File: src/rtl/uart_rx_fifo.sv
// rtl/uart_rx_fifo.sv - UART receiver with synchroniser, parity/framing/overrun flags and show-ahead FIFO
module uart_rx_fifo #(
    parameter int CLKS_PER_BIT = 8,
    parameter int DATA_BITS    = 8,
    parameter int PARITY_EN    = 0,
    parameter int PARITY_ODD   = 0,
    parameter int FIFO_DEPTH   = 4
) (
    input  logic                          clk,
    input  logic                          reset_n,
    input  logic                          rx,
    input  logic                          rd_en,
    output logic [DATA_BITS-1:0]          rd_data,
    output logic                          rd_valid,
    output logic [$clog2(FIFO_DEPTH):0]   fifo_count,
    output logic                          frame_err,
    output logic                          parity_err,
    output logic                          overrun,
    input  logic                          err_clr
);

    localparam int CW = $clog2(CLKS_PER_BIT);
    localparam int IW = $clog2(DATA_BITS);
    localparam int AW = $clog2(FIFO_DEPTH);
    localparam logic [CW-1:0] CNT_HALF = CW'(CLKS_PER_BIT / 2 - 1);
    localparam logic [CW-1:0] CNT_LAST = CW'(CLKS_PER_BIT - 1);
    localparam logic [IW-1:0] IDX_LAST = IW'(DATA_BITS - 1);
    localparam logic          ODD      = (PARITY_ODD != 0);

    typedef enum logic [2:0] {
        S_IDLE, S_START, S_DATA, S_PARITY, S_STOP, S_BREAK
    } state_t;

    state_t                 state, state_n;
    logic                   rx_meta, rx_s;
    logic [CW-1:0]          cnt, cnt_n;
    logic [IW-1:0]          idx, idx_n;
    logic [DATA_BITS-1:0]   shreg, shreg_n;
    logic                   pend_perr, perr_n;
    logic                   push, set_ferr, set_perr;

    logic [DATA_BITS-1:0]   mem [FIFO_DEPTH];
    logic [AW-1:0]          wr_ptr, rd_ptr;
    logic [AW:0]            count;
    logic                   full, do_pop, do_push, set_ovr;

    always_ff @(posedge clk or negedge reset_n) begin
        if (!reset_n) begin
            rx_meta   <= 1'b1;
            rx_s      <= 1'b1;
            state     <= S_IDLE;
            cnt       <= '0;
            idx       <= '0;
            shreg     <= '0;
            pend_perr <= 1'b0;
        end else begin
            rx_meta   <= rx;
            rx_s      <= rx_meta;
            state     <= state_n;
            cnt       <= cnt_n;
            idx       <= idx_n;
            shreg     <= shreg_n;
            pend_perr <= perr_n;
        end
    end

    // cnt is cleared on every state change so each state measures from its own entry
    always_comb begin
        state_n  = state;
        cnt_n    = cnt + CW'(1);
        idx_n    = idx;
        shreg_n  = shreg;
        perr_n   = pend_perr;
        push     = 1'b0;
        set_ferr = 1'b0;
        set_perr = 1'b0;
        case (state)
            S_IDLE: begin
                cnt_n = '0;
                if (!rx_s) state_n = S_START;
            end
            S_START: begin
                if (cnt == CNT_HALF) begin
                    cnt_n   = '0;
                    idx_n   = '0;
                    perr_n  = 1'b0;
                    state_n = rx_s ? S_IDLE : S_DATA;
                end
            end
            S_DATA: begin
                if (cnt == CNT_LAST) begin
                    cnt_n        = '0;
                    shreg_n[idx] = rx_s;
                    if (idx == IDX_LAST)
                        state_n = (PARITY_EN != 0) ? S_PARITY : S_STOP;
                    else
                        idx_n = idx + IW'(1);
                end
            end
            S_PARITY: begin
                if (cnt == CNT_LAST) begin
                    cnt_n   = '0;
                    perr_n  = rx_s != ((^shreg) ^ ODD);
                    state_n = S_STOP;
                end
            end
            S_STOP: begin
                if (cnt == CNT_LAST) begin
                    cnt_n = '0;
                    if (rx_s) begin
                        state_n  = S_IDLE;
                        set_perr = pend_perr;
                        push     = !pend_perr;
                    end else begin
                        set_ferr = 1'b1;
                        state_n  = S_BREAK;
                    end
                end
            end
            S_BREAK: begin
                cnt_n = '0;
                if (rx_s) state_n = S_IDLE;
            end
            default: begin
                cnt_n   = '0;
                state_n = S_IDLE;
            end
        endcase
    end

    // A pop in the same cycle frees the slot the full-FIFO push needs
    assign full    = (count == (AW+1)'(FIFO_DEPTH));
    assign do_pop  = rd_en && (count != '0);
    assign do_push = push && (!full || do_pop);
    assign set_ovr = push && full && !do_pop;

    always_ff @(posedge clk or negedge reset_n) begin
        if (!reset_n) begin
            wr_ptr     <= '0;
            rd_ptr     <= '0;
            count      <= '0;
            frame_err  <= 1'b0;
            parity_err <= 1'b0;
            overrun    <= 1'b0;
        end else begin
            if (do_push) wr_ptr <= wr_ptr + AW'(1);
            if (do_pop)  rd_ptr <= rd_ptr + AW'(1);
            case ({do_push, do_pop})
                2'b10:   count <= count + (AW+1)'(1);
                2'b01:   count <= count - (AW+1)'(1);
                default: count <= count;
            endcase
            frame_err  <= set_ferr | (frame_err  & ~err_clr);
            parity_err <= set_perr | (parity_err & ~err_clr);
            overrun    <= set_ovr  | (overrun    & ~err_clr);
        end
    end

    always_ff @(posedge clk) begin
        if (do_push) mem[wr_ptr] <= shreg;
    end

    assign rd_valid   = (count != '0);
    assign rd_data    = rd_valid ? mem[rd_ptr] : '0;
    assign fifo_count = count;

endmodule

File: config.mk
export PLATFORM = sky130hd
export DESIGN_NAME = uart_rx_fifo
export DESIGN_NICKNAME = d
export VERILOG_FILES = /design/src/rtl/uart_rx_fifo.sv
export SDC_FILE = /design/constraint.sdc
export NUM_CORES = 1
export LEC_CHECK = 0
export CORE_MARGIN = 10
export CORE_UTILIZATION = 35
export DETAILED_ROUTE_END_ITERATION = 6
export PLACE_DENSITY = 0.62
export SKIP_LAST_GASP = 1
export SLEW_MARGIN = 15
export SYNTH_ARGS = -nofsm -noshare
export SYNTH_HDL_FRONTEND = slang
export SYNTH_SLANG_ARGS = --single-unit
File: constraint.sdc
create_clock -name clk -period 2.3 [get_ports clk]
set_clock_uncertainty 0.15 [all_clocks]
set_input_delay 0.69 -clock clk [delete_from_list [all_inputs] [get_ports clk]]
set_output_delay 0.69 -clock clk [all_outputs]
set_load 0.03 [all_outputs]
==> results of run 1 <==
==> what timing repair did <==
item / 4_1_cts / 5_1_grt
resized for setup: 72 / 4
hold buffers: 0 / 0
pin swaps: 8 / 1
endpoints found under the setup margin: 12 / 42
gates cloned: 0 / 1
==> registers in the layout, indices dropped and copies added (netlist names) <==
name        count
pend_perr       1
rx_s            1
rx_meta         1
state           3
rd_ptr          2
cnt             3
overrun         1
parity_err      1
fifo_count      3
wr_ptr          2
idx             3
mem            32
frame_err       1
shreg           8
==> layout by cell type (no fill, tap or decap), drive strengths merged, types with 8 or more instances in the layout <==
master,synthesis,routed
dfrtp,28,28
mux2,9,9
edfxtp,32,32
ha,10,10
and2,13,13
mux4,8,8
nor2,11,11
clkbuf,5,9
o21ai,13,13
nand2,9,9
inv,8,8
buf,6,33
==> stage by stage <==
| step | util [%] | cell area, µm² |
|---|---|---|
| after floorplan | - | 3050 |
| after detailed placement | 42.6 | 3540 |
| final | 45.9 | 3810 |
| after global placement | 42.6 | 3540 |
| after global routing | 45.9 | 3810 |
| after CTS | 45.6 | 3780 |
==> worst min-delay path by stage <==
| stage | cells past startpoint | startpoint | endpoint |
|---|---|---|---|
| floorplan | 0 | rx_meta | rx_s |
| global placement | 0 | rx_meta | rx_s |
| detailed placement | 0 | rx_meta | rx_s |
| CTS | 0 | rx_meta | rx_s |
| global route | 0 | rx_meta | rx_s |
| finish | 0 | rx_meta | rx_s |
==> metal layers <==
| metal | vias to the layer above | routed length [µm] | global-route usage [%] |
|---|---|---|---|
| li1 | 906 | - | - |
| met1 | 892 | 2440 | 11.3 |
| met2 | 22 | 2660 | 13.7 |
| met3 | 7 | 196 | 2.96 |
| met4 | 0 | 68 | 3.81 |
| met5 | - | 0 | 0 |
==> power by group through the flow <==
stage	combinational [mW]	clock, mW	sequential, mW
6_report	1.71	1.05	1.41
4_1_cts	1.71	1.09	1.39
2_1_floorplan	1.03	0	1.46
3_3_place_gp	1.60	0	1.41
5_1_grt	1.87	1.14	1.43
3_5_place_dp	1.62	0	1.42
==> synthesized netlist by cell type (5+ instances only) <==
master / instances / area (µm²)
dfrtp_1: 28 / 701
inv_1: 8 / 30.0
o21ai_0: 11 / 55.1
nand2_1: 9 / 33.8
mux4_2: 8 / 180
and2_1: 12 / 75.1
edfxtp_1: 32 / 961
mux2_2: 6 / 67.6
nor2_1: 10 / 37.5
clkbuf_1: 5 / 18.8
nor2b_1: 5 / 31.3
xnor2_1: 7 / 61.3
nand3_1: 7 / 35.0
ha_1: 10 / 125
==> worst max-delay path: stages (launching register included) <==
cell	delay, ps
dfrtp_1	390
buf_12	150
mux4_2	500
and2_4	150
buf_6	130
==> cells by family after synthesis <==
kind of cell | share of synthesized area [%]
muxes | 10.1
adders and majority gates | 4.82
and+or+nand+nor | 14.6
DFF | 57.0
xor gates and xnor gates | 3.37
AOI/OAI and AO/OA | 7.40
buffers and inverters | 2.79
==> cell type report <==
type	instances	area [µm²]
timing repair buffer	43	434
sequential	62	1720
multi-input combinational	140	1270
inverter	8	30.0
tap	105	131
fill	719	4490
clock inverter	7	98.8
clock buffer	9	124
==> insert_results.sql, run 1 <==
INSERT INTO impl_metrics (metric_group, metric, value, unit) VALUES
('clock_network', 'cts_made_buffers', '9', ''),
('placed_design', 'placed_cells', '357', ''),
('run', 'cap_violations', '0', ''),
('routing', 'drt-total-wl', '5370', 'µm'),
('synthesis', 'synth-async-reset-ratio', '48.4', '%'),
('clock_network', 'cts.sink_count', '62', ''),
('timing', 'setup_violations', '8', ''),
('setup_path', 'worstSetupStartpointType', 'register', ''),
('timing', 'totalNegativeSetupSlack', '-1480', 'ps'),
('clock_network', 'cts_tree', 'yes', ''),
('die', 'ioPinCount', '20', ''),
('global_routing', 'antenna_found_initial', '0', ''),
('routing', 'num_vias', '1827', ''),
('routing', 'vias_per_cell', '4.89', ''),
('clock_network', 'clockBufferDepth', '2', ''),
('setup_path', 'worst_setup_path_end_kind', 'output port', ''),
('setup_path', 'setup.worst_path.end', 'rd_data[4]', ''),
('clock_network', 'clockRootBuffer', 'clkbuf_8', ''),
('setup_path', 'reg2reg_from', 'fifo_count[0]', ''),
('synthesis', 'synth.yosys.warnings', '0', ''),
('synthesis', 'ys_types', '51', ''),
('pwr', 'irDropWorstVdd', '0.405', 'mV'),
('timing', 'final-max-slew-violation-count', '0', ''),
('setup_path', 'wp_data_required', '1460', 'ps'),
('global_routing', 'grt.total_usage', '8.93', '%'),
('pwr', 'design_power_total', '4.17', 'mW'),
('setup_path', 'regToRegSetupSlack', '70', 'ps'),
('clock_network', 'postCtsSetupRepairBufs', '0', ''),
('run_status', 'failed_checks', 'setup timing', ''),
('routing', 'drt.antenna.violating_nets', '0', ''),
('timing', 'min_period_over_period', '109', '%'),
('setup_path', 'r2r_end', 'fifo_count[2]', ''),
('final_layout', 'ant_diodes', '0', ''),
('synthesis', 'synth_seq_area_share', '57.0', '%'),
('die', 'std_cell_rows', '33', ''),
('clock_network', 'clkTransAtPathRegs', '70', 'ps'),
('routing', 'detail_route.iter0.violations', '104', ''),
('timing', 'fin_ws', '-199', 'ps'),
('synthesis', 'postSynthRegisterBits', '62', ''),
('synthesis', 'ys.flop_type', 'edfxtp_1', ''),
('pwr', 'seq_power_share', '33.7', '%'),
('pwr', 'p_int', '2.75', 'mW'),
('timing', 'fmaxAchievable', '400', 'MHz'),
('timing', 'finalHoldWorstSlack', '207', 'ps'),
('synthesis', 'synth.avg_cell_area', '13.7', 'µm²'),
('die', 'die_width', '113', 'µm'),
('die', 'core_area', '8300', 'µm²'),
('setup_path', 'arr_time_crit_path', '1660', 'ps'),
('final_layout', 'fin_cells', '374', ''),
('pwr', 'clock_power_share', '25.2', '%'),
('clock_network', 'clock_latency', '330', 'ps'),
('routing', 'drt-wirelength-per-cell', '14.4', 'µm'),
('timing', 'final.min_clock_period', '2500', 'ps'),
('synthesis', 'synthCells', '220', ''),
('placed_design', 'portBuffers', '19', ''),
('global_routing', 'global_route_wire_length_before_repair', '9300', 'µm'),
('pwr', 'power.combinational.fraction', '41.0', '%'),
('synthesis', 'synth_enable_flop_cells', '32', ''),
('global_routing', 'grt_max_degree', '31', ''),
('pwr', 'leakage', '1.53', 'nW'),
('die', 'floorplan.initialDensity', '36.3', '%'),
('final_layout', 'nNetsFinal', '280', ''),
('routing', 'detailedRoute.firstPassIterationCount', '4', ''),
('final_layout', 'area_growth_from_synthesis_to_final_layout', '26.6', '%'),
('setup_path', 'critical_path_class', 'reg2out', ''),
('run_status', 'outcome', 'finished with violations', ''),
('setup_path', 'worst_setup_startpoint', 'rd_ptr[0]', ''),
('setup_path', 'ff2ff_path_depth', '7', ''),
('placed_design', 'detailed_place_hpwl', '3740', 'µm'),
('hold_path', 'worstHoldPathType', 'reg2reg', ''),
('final_layout', 'layout_cells_sized_above_1', '35.3', '%');
Power figures use the tool's default switching activity.
==> run 2, diff against run 1 <==
Settings changed: CORE_UTILIZATION 35 to 53, CTS_CLUSTER_SIZE set to 12, PLACE_DENSITY 0.62 to 0.84.
==> insert_results.sql, run 2 (synthesis results as in run 1) <==
INSERT INTO impl_metrics (metric_group, metric, value, unit) VALUES
('setup_path', 'critical_path_class', 'reg2out', ''),
('final_layout', 'fillerInstances', '362', ''),
('final_layout', 'mostFrequentLayoutCells', 'edfxtp_1 (32), dfrtp_1 (25), buf_4 (20)', ''),
('clock_network', 'cts.sink_count', '62', ''),
('die', 'die_width', '95.4', 'µm'),
('placed_design', 'post_place_setup_slack', '-307', 'ps'),
('setup_path', 'r2r_end', 'fifo_count[1]', ''),
('die', 'floorplan.initialDensity', '54.6', '%'),
('routing', 'topRoutingLayerUsed', 'met4', ''),
('clock_network', 'postCtsSetupRepairBufs', '0', ''),
('timing', 'totalNegativeSetupSlack', '-1620', 'ps'),
('hold_path', 'hold_end', 'rx_s', ''),
('clock_network', 'cts_made_buffers', '9', ''),
('hold_path', 'worstHoldPathType', 'reg2reg', ''),
('routing', 'drt.antenna.violating_nets', '0', ''),
('hold_path', 'whs_path_depth', '0', ''),
('clock_network', 'clockRootBuffer', 'clkbuf_8', ''),
('setup_path', 'critPathMaxStageDelay', '500', 'ps'),
('setup_path', 'arr_time_crit_path', '1680', 'ps'),
('timing', 'max_slew_margin', '73.9', '%'),
('placed_design', 'place_congestion', '0.836', ''),
('placed_design', 'placed_cells', '325', ''),
('routing', 'drc_errors', '0', ''),
('placed_design', 'detailed_place_hpwl', '3840', 'µm'),
('final_layout', 'reg.largest.list', 'mem: 32 flops, shreg: 8 flops', ''),
('global_routing', 'grt_max_degree', '31', ''),
('die', 'ioPinCount', '20', ''),
('global_routing', 'global_route_wire_length_before_repair', '9370', 'µm'),
('timing', 'fin_ws', '-216', 'ps'),
('final_layout', 'layout.cell_area.non_filler', '3770', 'µm²'),
('clock_network', 'clockBufferDepth', '2', ''),
('setup_path', 'wp_data_required', '1460', 'ps'),
('clock_network', 'cts_tree', 'yes', ''),
('run_status', 'failed_checks', 'setup timing', ''),
('final_layout', 'nNetsFinal', '280', ''),
('routing', 'detailedRoute.firstPassIterationCount', '4', ''),
('final_layout', 'ant_diodes', '0', ''),
('timing', 'setup_violations', '10', ''),
('timing', 'finalHoldWorstSlack', '206', 'ps'),
('routing', 'drt-total-wl', '5740', 'µm'),
('timing', 'timing_worst_slew_pin_value', '391', 'ps'),
('setup_path', 'worst_setup_path_end_kind', 'output port', ''),
('final_layout', 'final_util', '68.6', '%'),
('setup_path', 'ff2ff_path_depth', '7', ''),
('routing', 'drt-wirelength-per-cell', '16.8', 'µm'),
('placed_design', 'portBuffers', '19', ''),
('setup_path', 'reg2reg_from', 'fifo_count[0]', ''),
('pwr', 'leakage', '1.54', 'nW'),
('global_routing', 'grt_pass1_vias', '1863', ''),
('final_layout', 'registers.top_by_ff_count', 'mem', ''),
('clock_network', 'postCtsHoldBufs', '0', ''),
('final_layout', 'fin_cells', '341', ''),
('clock_network', 'clock_latency', '330', 'ps'),
('timing', 'final.min_clock_period', '2520', 'ps'),
('timing', 'hold_viol_final', '0', ''),
('timing', 'fmaxAchievable', '397', 'MHz'),
('die', 'vertical_die_dimension', '95.4', 'µm'),
('routing', 'routed-wl-met2', '2890', 'µm'),
('final_layout', 'area_growth_from_synthesis_to_final_layout', '25.4', '%'),
('final_layout', 'layout_cells_sized_above_1', '34.9', '%'),
('setup_path', 'worstSetupStartpointType', 'register', ''),
('final_layout', 'largest_reg_flops', '32', ''),
('final_layout', 'final_common_cell', 'edfxtp_1', ''),
('timing', 'rsz0062_at_grt', 'yes', ''),
('placed_design', 'placed_cell_area', '3500', 'µm²'),
('global_routing', 'grt_overflow', '0', ''),
('timing', 'final-max-slew-violation-count', '0', ''),
('timing', 'min_period_over_period', '109', '%'),
('die', 'std_cell_rows', '27', ''),
('setup_path', 'buffers_plus_inverters_on_the_worst_setup_path', '2', ''),
('setup_path', 'worst_setup_startpoint', 'rd_ptr[0]', ''),
('pwr', 'irDropWorstVdd', '0.592', 'mV'),
('hold_path', 'min_from', 'rx_meta', ''),
('setup_path', 'worstPathCellList', 'buf_12 > mux4_2 > and2_4 > buf_6', ''),
('routing', 'met1_length', '2410', 'µm'),
('setup_path', 'critical_path.slowest_cell', 'mux4_2', ''),
('die', 'core_area', '5510', 'µm²'),
('run_status', 'outcome', 'finished with violations', ''),
('routing', 'detail_route.iter0.violations', '107', ''),
('clock_network', 'clkTransAtPathRegs', '70', 'ps'),
('die', 'design.die.area', '9090', 'µm²'),
('setup_path', 'regToRegSetupSlack', '-10', 'ps'),
('global_routing', 'antenna_found_initial', '0', ''),
('global_routing', 'grt.total_usage', '13.5', '%'),
('routing', 'vias_per_cell', '5.53', ''),
('setup_path', 'path_delay_family', 'multiplexers', ''),
('pwr', 'design_power_total', '4.30', 'mW'),
('run', 'cap_violations', '0', ''),
('routing', 'met3_length', '294', 'µm'),
('clock_network', 'htreeDepth', '3', ''),
('pwr', 'p_per_area', '1140', 'nW/µm²'),
('routing', 'num_vias', '1887', ''),
('setup_path', 'worstPathMaxFanout', '8', '');
==> run 2: cell types whose count changed in the layout (fill, tap and decap cells not counted), sizes merged <==
cell / delta
bufinv: +1
clkinvlp: +1
clkinv: -2
buf: +1
or3: -1
==> run 2: how the worst max path moves through the flow <==
stage | to | slack [ps] | depth (start not counted)
floorplan | fifo_count[2] | 30 | 7
global placement | rd_data[5] | -300 | 4
detailed placement | rd_data[0] | -310 | 4
CTS | rd_data[6] | -240 | 4
global route | rd_data[1] | -280 | 4
finish | rd_data[6] | -220 | 4
==> run 2: power breakdown <==
group	switching [mW]	leakage (nW)	total, mW	internal [mW]
Sequential	0.106	0.692	1.39	1.28
Combinational	0.898	0.737	1.75	0.852
Clock	0.437	0.116	1.16	0.723
Total	1.44	1.54	4.30	2.86
==> run 2: per-layer routing <==
layer	up-vias	track usage, %
met5	-	0
met1	922	15.8
met3	16	4.56
met2	44	21.8
met4	0	6.98
li1	905	-
==> run 2: layout make-up <==
type                            count  area, µm²  area share [%]
Clock buffer                        9        124            3.28
Timing Repair Buffer               44        442            11.7
Clock inverter                      7        123            3.25
Multi-Input combinational cell    139       1250            33.1
Tap cell                           72       90.1            2.39
Inverter                            8       30.0           0.795
Sequential cell                    62       1720            45.5
==> run 2: worst reg2reg max path, delay by kind of cell (launching register included) <==
family                     cells  cell delay [ps]
adders and majority gates      1              580
and+or+nand+nor                3              580
AOI/OAI and AO/OA              2              340
DFF                            1              400
buffers and inverters          1              170
==> run 2: repair_timing <==
item	CTS	global route
pin swaps	8	1
setup endpoints to repair	12	17
resized for setup	72	1
==> run 3, diff against run 2 <==
Settings changed: ABC_AREA set to 1, PLACE_DENSITY 0.84 to not set, PLACE_DENSITY_LB_ADDON set to 0.05.
==> insert_results.sql, run 3 <==
INSERT INTO impl_metrics (metric_group, metric, value, unit) VALUES
('run_status', 'outcome', 'finished with violations', ''),
('run_status', 'failed_checks', 'setup timing', ''),
('synthesis', 'synth.cells.most_frequent', 'nand2_1 (62), nor2_1 (55), inv_1 (36)', ''),
('clock_network', 'postCtsHoldBufs', '0', ''),
('placed_design', 'place_congestion', '0.803', ''),
('global_routing', 'grt_pass1_vias', '2149', ''),
('synthesis', 'synthSimpleGateAreaFrac', '21.5', '%'),
('synthesis', 'synth_seq_area_share', '57.1', '%'),
('pwr', 'irDropWorstVdd', '0.846', 'mV'),
('global_routing', 'global_route_wire_length_before_repair', '9680', 'µm'),
('die', 'std_cell_rows', '27', ''),
('final_layout', 'area_growth_from_synthesis_to_final_layout', '21.8', '%'),
('global_routing', 'antenna_found_initial', '0', ''),
('timing', 'min_period_over_period', '104', '%'),
('placed_design', 'placed_cell_area', '3340', 'µm²'),
('setup_path', 'regToRegSetupSlack', '140', 'ps'),
('setup_path', 'wp_data_required', '1460', 'ps'),
('placed_design', 'placed_cells', '422', ''),
('synthesis', 'yosys.area.top_type_share', '32.0', '%'),
('die', 'ioPinCount', '20', ''),
('global_routing', 'grt.total_usage', '13.6', '%'),
('setup_path', 'ff2ff_path_depth', '14', ''),
('clock_network', 'cts_made_buffers', '9', ''),
('timing', 'timing_worst_slew_pin_value', '390', 'ps'),
('die', 'die_width', '95.3', 'µm'),
('synthesis', 'synth_enable_flop_cells', '32', ''),
('synthesis', 'ys_types', '31', ''),
('timing', 'max_slew_margin', '74.0', '%'),
('final_layout', 'fin_cells', '444', ''),
('timing', 'rsz0062_at_grt', 'yes', ''),
('routing', 'drc_errors', '0', ''),
('synthesis', 'synth.most_common_cell', 'nand2_1', ''),
('routing', 'drt-wirelength-per-cell', '13.2', 'µm'),
('setup_path', 'critical_path_class', 'reg2out', ''),
('clock_network', 'cts.sink_count', '62', ''),
('synthesis', 'synthCells', '323', ''),
('global_routing', 'grt_overflow', '0', ''),
('synthesis', 'synth-compound-area-share', '8.04', '%'),
('pwr', 'design_power_total', '4.26', 'mW'),
('routing', 'detail_route.iter0.violations', '65', ''),
('clock_network', 'clkTransAtPathRegs', '70', 'ps'),
('synthesis', 'synth_top_cell_by_area', 'edfxtp_1', ''),
('die', 'design.die.area', '9080', 'µm²'),
('timing', 'setup_violations', '2', ''),
('hold_path', 'min_from', 'rx_meta', ''),
('clock_network', 'cts_tree', 'yes', ''),
('final_layout', 'ant_diodes', '0', ''),
('final_layout', 'nNetsFinal', '383', ''),
('setup_path', 'reg2reg_from', 'cnt[0]', ''),
('placed_design', 'portBuffers', '19', ''),
('timing', 'hold_viol_final', '0', ''),
('pwr', 'p_per_area', '1160', 'nW/µm²'),
('final_layout', 'reg.largest.list', 'mem: 32 flops, shreg: 8 flops', ''),
('setup_path', 'worstPathMaxFanout', '7', ''),
('synthesis', 'synthMuxAreaShare', '0', '%'),
('die', 'floorplan.initialDensity', '54.5', '%'),
('synthesis', 'post_synth_fa_ha_maj_area_fraction', '4.83', '%'),
('hold_path', 'hold_end', 'rx_s', ''),
('setup_path', 'arr_time_crit_path', '1560', 'ps'),
('synthesis', 'synth-xor-area-share', '2.04', '%'),
('final_layout', 'final_common_cell', 'nand2_1', ''),
('pwr', 'leakage', '1.65', 'nW'),
('synthesis', 'synth.cell_area', '3000', 'µm²'),
('setup_path', 'r2r_end', 'fifo_count[2]', ''),
('global_routing', 'grt_max_degree', '31', ''),
('final_layout', 'layout.cell_area.non_filler', '3660', 'µm²'),
('synthesis', 'postSynthRegisterBits', '62', ''),
('placed_design', 'detailed_place_hpwl', '4130', 'µm'),
('clock_network', 'clockRootBuffer', 'clkbuf_8', ''),
('synthesis', 'combinational_family_with_the_most_area_after_synthesis', 'simple AND/OR/NAND/NOR gates', ''),
('setup_path', 'worstSetupStartpointType', 'register', ''),
('synthesis', 'postSynthNetCount', '339', ''),
('timing', 'fin_ws', '-95.9', 'ps'),
('timing', 'fmaxAchievable', '417', 'MHz'),
('routing', 'drt-total-wl', '5880', 'µm'),
('timing', 'final-max-slew-violation-count', '0', ''),
('hold_path', 'worstHoldPathType', 'reg2reg', ''),
('synthesis', 'synth.avg_cell_area', '9.30', 'µm²'),
('final_layout', 'registers.top_by_ff_count', 'mem', ''),
('final_layout', 'largest_reg_flops', '32', ''),
('die', 'core_area', '5510', 'µm²'),
('final_layout', 'layout_cells_sized_above_1', '22.6', '%'),
('routing', 'vias_per_cell', '4.96', ''),
('die', 'vertical_die_dimension', '95.3', 'µm'),
('final_layout', 'fillerInstances', '427', ''),
('synthesis', 'ys.flop_type', 'edfxtp_1', ''),
('synthesis', 'synth-async-reset-ratio', '48.4', '%'),
('setup_path', 'worst_setup_path_end_kind', 'output port', ''),
('routing', 'num_vias', '2204', ''),
('routing', 'drt.antenna.violating_nets', '0', ''),
('hold_path', 'whs_path_depth', '0', ''),
('synthesis', 'synth_top_cells_by_area', 'edfxtp_1 (32%), dfrtp_1 (23%), nand2_1 (7.8%)', ''),
('final_layout', 'mostFrequentLayoutCells', 'nand2_1 (62), nor2_1 (45), inv_1 (34)', ''),
('timing', 'final.min_clock_period', '2400', 'ps'),
('run', 'cap_violations', '0', ''),
('clock_network', 'clock_latency', '330', 'ps'),
('clock_network', 'htreeDepth', '3', ''),
('routing', 'detailedRoute.firstPassIterationCount', '4', ''),
('clock_network', 'clockBufferDepth', '2', ''),
('synthesis', 'synth.yosys.warnings', '0', '');
## run 3: logic make-up (layout without fill, tap and decap cells)
logic type,Yosys count,in the layout
xor+xnor,7,7
buf+inv,48,97
compound gates,45,45
simple gates,150,150
fa+ha+maj,11,11
flops,62,62
## run 3: how the worst max path moves through the flow
stage                              from             to  slack (ps)  cells past startpoint
after floorplan           fifo_count[0]     rd_data[0]        -160                      4
after global placement            rd_en  fifo_count[2]          10                     12
after detailed placement          rd_en  fifo_count[2]         -60                     12
after CTS                     rd_ptr[0]     rd_data[1]        -120                      6
after global routing          rd_ptr[0]     rd_data[1]        -190                      6
final                         rd_ptr[0]     rd_data[1]        -100                      6
## run 3: worst max-delay path, cell delays in order (launching register included)
cell,delay (ps)
dfrtp_2,440
buf_6,170
nor2_1,70
nor2_1,130
o21ai_1,100
a21oi_2,170
buf_6,150
## run 3: report_power, final
group	internal (mW)	leakage (nW)	total (mW)	switching, mW
Sequential	1.27	0.717	1.37	0.106
Clock	0.566	0.0988	0.971	0.405
Combinational	0.725	0.832	1.91	1.19
Total	2.56	1.65	4.26	1.70
## run 3: layout make-up
cell class                      instances  area, µm²  area share, %
Timing Repair Buffer                   40        339           9.27
Sequential cell                        62       1720           47.0
Tap cell                               72       90.1           2.46
Inverter                               41        169           4.62
Clock inverter                          3       42.5           1.16
Multi-Input combinational cell        213       1140           31.1
Clock buffer                           13        160           4.38
## run 3: metal layers
metal	track usage, %	share of wire (%)	up-vias
li1	-	-	1130
met1	15.9	45	1025
met2	22.4	49	33
met3	3.14	3.5	16
met4	8.35	2.8	0
met5	0	0	-
## run 3: through the flow
step / worst slack, ps / hold WS, ps / utilization (%) / TNS, ps
after floorplan: -165 / 195 / - / -1320
after global placement: 14.2 / 200 / 60.6 / 0
after detailed placement: -62.7 / 199 / 60.6 / -62.7
after CTS: -116 / 208 / 64.9 / -582
after global routing: -190 / 217 / 66.4 / -740
final: -95.9 / 209 / 66.4 / -133
## run 3: timing repair
action / CTS / global route
buffers inserted: 4 / 3
pin swaps: 0 / 19
resized for setup: 8 / 40
endpoints found under the setup margin: 11 / 10
